===== src/rtl/count_stepper.sv =====
// count_stepper: drives a loadable mod-MODULUS up/down counter to requested positions by jump or shortest-path stepping
module count_stepper #(
  parameter int MODULUS = 12,
  parameter int WIDTH = 4
) (
  input  logic             clk,
  input  logic             reset,
  input  logic             req_valid,
  output logic             req_ready,
  input  logic [WIDTH-1:0] req_target,
  input  logic             req_mode,
  output logic             cnt_load,
  output logic             cnt_up_down,
  output logic [WIDTH-1:0] cnt_data,
  input  logic [WIDTH-1:0] cnt_value,
  output logic             busy,
  output logic             done,
  output logic             range_err,
  output logic             sync_err
);
  typedef enum logic [1:0] {IDLE, LOAD, STEP} state_t;
  localparam logic [WIDTH:0] M = (WIDTH+1)'(MODULUS);
  localparam logic [WIDTH-1:0] TOP = WIDTH'(MODULUS - 1);
  state_t state_q, state_d;
  logic [WIDTH-1:0] pos_q, pos_d, rem_q, rem_d;
  logic dir_q, dir_d, done_q, done_d, rerr_q, rerr_d, serr_q, serr_d, first_q, busy_q;
  logic [WIDTH:0] tgt, cur, dist_up, dist_dn;
  logic up;
  assign tgt = {1'b0, req_target};
  assign cur = {1'b0, pos_q};
  assign dist_up = tgt >= cur ? tgt - cur : tgt + M - cur;
  assign dist_dn = cur >= tgt ? cur - tgt : cur + M - tgt;
  assign up = dist_up <= dist_dn;
  always_ff @(posedge clk) begin
    if (reset) begin
      state_q <= IDLE;
      pos_q <= '0;
      rem_q <= '0;
      dir_q <= 1'b1;
      done_q <= 1'b0;
      rerr_q <= 1'b0;
      serr_q <= 1'b0;
      first_q <= 1'b1;
      busy_q <= 1'b0;
    end else begin
      state_q <= state_d;
      pos_q <= pos_d;
      rem_q <= rem_d;
      dir_q <= dir_d;
      done_q <= done_d;
      rerr_q <= rerr_d;
      serr_q <= serr_d;
      first_q <= 1'b0;
      busy_q <= state_d != IDLE;
    end
  end
  always_comb begin
    state_d = state_q;
    pos_d = pos_q;
    rem_d = rem_q;
    dir_d = dir_q;
    done_d = 1'b0;
    rerr_d = 1'b0;
    serr_d = serr_q | (state_q == IDLE && !first_q && cnt_value != pos_q);
    if (state_q == IDLE && req_valid) begin
      if (tgt >= M) rerr_d = 1'b1;
      else if (req_mode) begin
        pos_d = req_target;
        state_d = LOAD;
      end else if (dist_up == '0) done_d = 1'b1;
      else begin
        dir_d = up;
        rem_d = up ? dist_up[WIDTH-1:0] : dist_dn[WIDTH-1:0];
        state_d = STEP;
      end
    end else if (state_q == LOAD) begin
      state_d = IDLE;
      done_d = 1'b1;
    end else if (state_q == STEP) begin
      pos_d = dir_q ? (pos_q == TOP ? '0 : pos_q + 1'b1) : (pos_q == '0 ? TOP : pos_q - 1'b1);
      rem_d = rem_q - 1'b1;
      if (rem_q == WIDTH'(1)) begin
        state_d = IDLE;
        done_d = 1'b1;
      end
    end
  end
  assign req_ready = state_q == IDLE;
  assign cnt_load = state_q != STEP;
  assign cnt_up_down = state_q == STEP ? dir_q : 1'b1;
  assign cnt_data = pos_q;
  assign busy = busy_q;
  assign done = done_q;
  assign range_err = rerr_q;
  assign sync_err = serr_q;
endmodule


===== config.mk =====
export PLATFORM = sky130hd
export DESIGN_NAME = count_stepper
export DESIGN_NICKNAME = d
export VERILOG_FILES = /design/src/rtl/count_stepper.sv
export SDC_FILE = /design/constraint.sdc
export NUM_CORES = 1
export LEC_CHECK = 0
export ABC_AREA = 1
export BUFFER_PORTS_ARGS = -buffer_cell sky130_fd_sc_hd__buf_2
export CORE_AREA = 2 2 63 65
export CTS_BUF_LIST = sky130_fd_sc_hd__clkbuf_4 sky130_fd_sc_hd__clkbuf_8
export CTS_CLUSTER_SIZE = 28
export DETAILED_ROUTE_END_ITERATION = 8
export DIE_AREA = 0 0 65 67
export GPL_ROUTABILITY_DRIVEN = 0
export PLACE_DENSITY = 0.81
export SYNTH_ARGS = -nofsm -noshare
export SYNTH_HDL_FRONTEND = slang
export SYNTH_SLANG_ARGS = --single-unit

===== constraint.sdc =====
create_clock -name clk -period 3.3 [get_ports clk]
set_clock_uncertainty 0.2 [all_clocks]
set_input_delay 0.495 -clock clk [delete_from_list [all_inputs] [get_ports clk]]
set_output_delay 0.495 -clock clk [all_outputs]
set_load 0.02 [all_outputs]

=== After elaboration in Yosys (flattened, before gate mapping) ===
Index checks and enable logic that the tools add are counted.

* Bits in registers: 16
* Input bits: 12
* Word-level logic and storage cells: 85

* $add $sub $neg: 9
* Magnitude comparators: 4
* Equal/unequal tests: 11
* Mux-type cells: 34
* Bitwise logic cells: 5
* Reductions and logical operators: 13

{| class="wikitable"
|+ Operators with widths
! cell !! number
|-
| 2-to-1 mux 4 bit || 15
|-
| 2-to-1 mux 2 bit || 7
|-
| != test 2 bit (second input constant) || 6
|-
| adder 4 x 4 -> 5 bit (second input constant) || 2
|-
| 2-to-1 mux 1 bit || 10
|-
| 2-to-1 mux 5 bit || 2
|-
| subtractor 4 x 4 -> 5 bit || 2
|-
| subtractor 5 x 4 -> 5 bit || 2
|-
| >= comparator 4 bit || 2
|-
| AND reduction 4 bit || 2
|-
| subtractor 4 x 1 -> 4 bit (second input constant) || 2
|-
| <= comparator 5 bit || 1
|-
| zero test 5 bit || 1
|-
| AND reduction 5 bit || 1
|-
| adder 4 x 1 -> 4 bit (second input constant) || 1
|-
| equality test 4 x 1 -> 1 bit (second input constant) || 1
|-
| equality test 4 bit (second input constant) || 1
|-
| >= comparator 4 bit (second input constant) || 1
|-
| zero test 4 bit || 1
|-
| != test 4 bit || 1
|-
| NOT 1 bit || 4
|-
| nonzero test 2 bit || 2
|-
| logical AND 1 bit || 3
|-
| equality test 2 x 1 -> 1 bit (second input constant) || 1
|-
| 5 further kinds || 5
|}

=== Depth between registers and ports, before layout ===
* Depth after elaboration: 9
* Mapped depth: 21
* Mapped depth without buffers: 21

=== Least setup slack after synthesis ===
No wires, ideal clock.

* Kind: register to register
* From: reg pos_q[1], in the netlist cnt_data[1]
* To: reg rem_q[2]
* Setup time: 114 ps
* Arrival time: 3049 ps
* Data required time: 2986 ps
* Path slack: -63 ps
* Stages on the path, launching flop included: 20
* Cell sequence: dfxtp_1 > inv_1 > ha_1 > fa_1 > inv_1 > nand3_1 > nand2_1 > nand2_1 > nand2_1 > nand2_1 > nand2_2 > ha_1 > nand2_1 > o21bai_1 > a21oi_1 > nand2_1 > o211ai_1 > nand2_1 > nor2_1 > nor2_2

* Cells in the longest elaborated chain, start to end: 9

{| class="wikitable"
|+ RTL lines
! what !! line !! text
|-
| from (decl) || 25 || <nowiki>logic [WIDTH-1:0] pos_q, pos_d, rem_q, rem_d;</nowiki>
|-
| from (signal assigned) || 47 || <nowiki>pos_q <= pos_d;</nowiki>
|-
| adder 4 x 4 -> 5 bit || 32 || <nowiki>assign dist_dn = cur >= tgt ? cur - tgt : cur + M - tgt;</nowiki>
|-
| subtractor 5 x 4 -> 5 bit || 32 ||
|-
| 2-to-1 mux 5 bit || 32 ||
|-
| <= comparator 5 bit || 33 || <nowiki>assign up = dist_up <= dist_dn;</nowiki>
|-
| 2-to-1 mux 4 bit || 73 || <nowiki>rem_d = up ? dist_up[WIDTH-1:0] : dist_dn[WIDTH-1:0];</nowiki>
|-
| 2-to-1 mux 4 bit || 70 || <nowiki>end else if (dist_up == '0) done_d = 1'b1;</nowiki>
|-
| 2-to-1 mux 4 bit || 67 || <nowiki>else if (req_mode) begin</nowiki>
|-
| 2-to-1 mux 4 bit || 66 || <nowiki>if (tgt >= M) rerr_d = 1'b1;</nowiki>
|-
| 2-to-1 mux 4 bit || 65 || <nowiki>if (state_q == IDLE && req_valid) begin</nowiki>
|-
| to (signal assigned) || 48 || <nowiki>rem_q <= rem_d;</nowiki>
|-
| to (decl) || 25 ||
|}

Parallel ways exist; a longest one is shown, timed or not. The select of a mux whose other input is x is not followed.
A chain may end at the register's enable or synchronous reset.

=== Final worst setup path ===
* From: in req_target[1]
* To: reg rem_q[3]

* Cells in the longest elaborated chain, start to end: 9

{| class="wikitable"
|+ RTL lines
! what !! line !! text
|-
| from (decl) || 10 || <nowiki>input logic [WIDTH-1:0] req_target,</nowiki>
|-
| adder 4 x 4 -> 5 bit || 31 || <nowiki>assign dist_up = tgt >= cur ? tgt - cur : tgt + M - cur;</nowiki>
|-
| subtractor 5 x 4 -> 5 bit || 31 ||
|-
| 2-to-1 mux 5 bit || 31 ||
|-
| <= comparator 5 bit || 33 ||
|-
| 2-to-1 mux 4 bit || 73 ||
|-
| 2-to-1 mux 4 bit || 70 ||
|-
| 2-to-1 mux 4 bit || 67 ||
|-
| 2-to-1 mux 4 bit || 66 ||
|-
| 2-to-1 mux 4 bit || 65 ||
|}

Parallel ways exist; a longest one is shown, timed or not. The select of a mux whose other input is x is not followed.

==> reports/qor.yml <==
status: "finished, final reports clean"
place.port_buffers: 22
required_ns: 3.30
grt_pass1_vias: 1859
synthCells: 276
p_leak_uw: 0.00125
final_layout_size_suffix_gt1_share_pct: 32.7
finalPower_uw: 1220
ys_warn_count: 0
synth_compound_area_share_pct: 12.3
finalHoldViolCount: 0
syn_to_final_growth_pct: 24.4
final_core_util_pct: 67.5
via_count: 1936
track_usage_pct: 23.3
setup_tns_ns: 0
setup_viol: 0
numCtsBuffers: 3
fmax_mhz: 321
synthArstFlopShare_pct: 0
vdd_drop_max_uv: 217
grt_max_degree: 13
whs_ns: 0.265
hpwl_mm: 3.82
drt-total-wl_mm: 4.67
clockRootBuffer: "clkbuf_8"
diodes: 0
synth-edff-count: 0
p_per_area_nw_per_um2: 500
tightestPinTransition_ns: 0.404
synth_seq_cells: 16
drtIter0Drc: 124
relSlewSlack_pct: 73.1
die-area_um2: 4360
synth_area_leaders: "dfxtp_1, ha_1, nand2_1"
synth_top_cell_by_area: "dfxtp_1"
chipHeight_um: 67
post-route-min-period_ns: 3.11
ioPinCount: 23
overflow: 0
start_util_pct: 54.2
synthesis.nets: 318
synth_xor_area_share_pct: 5.82
yosysMostFrequentCell: "nand2_1"
syn_area_um2: 1960
start_kind: "input pin"
antenna_found_initial: 0
cts_tree: "yes"
fin_nets: 367
drv_cap: 0
worstPathMaxFanout: 6
design_area_um2: 2430
drc_errors: 0
end_kind: "flop"
synth_top_family_by_area: "simple AND/OR/NAND/NOR gates"
post_dp_cell_area_um2: 2290
hold_class: "input pin to flop"
critPathKind: "input pin to flop"
core_area_um2: 3610
synthAdderAreaFrac_pct: 21.5
synth_top_area_share_pct: 16.4
wire_per_inst_um: 12.6
die_w_um: 65
yosys.area_share.simple_pct: 32.9
yosysUniqueCellTypes: 35
clk_pin_slew_ns: 0.07
synthTopCellsByCount: "nand2_1, inv_1, ha_1"
synth.area.mux_share_pct: 0
clk_path_buf_depth: 2
drtPass1Iterations: 5
finalCritPeriodShare_pct: 94.3
syn_avg_cell_area_um2: 7.09
cp.arrival_ns: 3.11
row_count: 22
htreeDepth: 1
synthFlopType: "dfxtp_1"
grt_pass1_wl_mm: 7.85
cts_sinks: 16
clock_latency_ns: 0.25
hold_buffers: 0
drv_slew: 0
synth-seq-area-share_pct: 16.4
antenna_left: 0
viasPerCell: 5.20
==> where the power goes <==
part	total, uW	switching [uW]	internal, uW
registers	239	21.8	217
clock network	180	73.6	106
logic	799	452	347
==> final cells by class <==
cell class,count,area (um2)
Timing Repair Buffer,51,328
Multi-Input combinational cell,209,1500
Clock buffer,4,55.1
Inverter,44,165
Tap cell,48,60.1
Sequential cell,16,325
Fill cell,318,1170
==> kinds of logic (layout without fill, tap and decap cells) <==
group	count (synthesis)	in the layout
fa+ha+maj	30	30
simple gates	126	126
flops	16	16
compound gates	40	40
xor+xnor	13	13
buf+inv	51	99
==> path summary, 6_finish.rpt <==
kind                       startpoint                    end  slack [ns]  depth (start not counted)
max                     req_target[1]  rem_q[3]$_SDFFE_PP0P_        0.19                         17
min                             reset        first_q$_DFF_P_        0.27                          1
max reg2reg  cnt_data[1]$_SDFFE_PP0P_  rem_q[3]$_SDFFE_PP0P_        0.22                         19
min reg2reg       sync_err$_SDFF_PP0_    sync_err$_SDFF_PP0_        0.27                          2
==> state kept, by name (all words and copies together), names as in the netlist <==
register / cells
cnt_data: 4
range_err: 1
first_q: 1
state_q: 2
busy: 1
sync_err: 1
rem_q: 4
dir_q: 1
done: 1
==> layer usage <==
| layer | vias up | wire length, um | global-route usage (%) |
|---|---|---|---|
| met5 | - | 0 | 0 |
| met4 | 0 | 102 | 8.78 |
| met3 | 15 | 200 | 4.39 |
| met2 | 54 | 2360 | 41.1 |
| met1 | 898 | 2010 | 27.8 |
| li1 | 969 | - | - |
==> per-stage QoR <==
step                      setup slack (ns)  cells
after global placement             -0.0439    367
final                                0.189    372
after global routing               -0.0214    372
after floorplan                     0.0308    276
after detailed placement            -0.143    367
after CTS                           0.0508    371
==> repair_timing <==
action                     CTS  global route
buffers inserted             0             1
resized for setup            0            22
setup endpoints to repair    0             4
==> cells in the final DEF, fill, tap and decap left out, types with 5 or more instances in the layout <==
cell     Yosys  routed
nand2_1     62      60
buf_4        0      29
nor2_4       7       7
nor2_1      17      16
nand2_2      6       8
nand3_1     15      14
inv_2        2       7
buf_2        2      22
dfxtp_1     16      14
xor2_1       9       9
fa_1         6       6
o21ai_0     12      11
a21oi_1     12       9
ha_1        24      17
nor2_2       4       5
inv_1       42      37
==> worst max-delay path, cell delays in order <==
cell and delay (ns):
buf_2 0.10, buf_4 0.15, ha_2 0.21, fa_1 0.42, a21oi_1 0.19, nand3_2 0.13, nand3_1 0.11, nand2_2 0.06
ha_1 0.29, nand2_1 0.07, o21bai_1 0.17, a21oi_2 0.25, buf_4 0.16, o211ai_1 0.08, nand2_1 0.10, nor2_2 0.04
nor2_2 0.08
No activity file was read; power rests on OpenSTA's default activity.
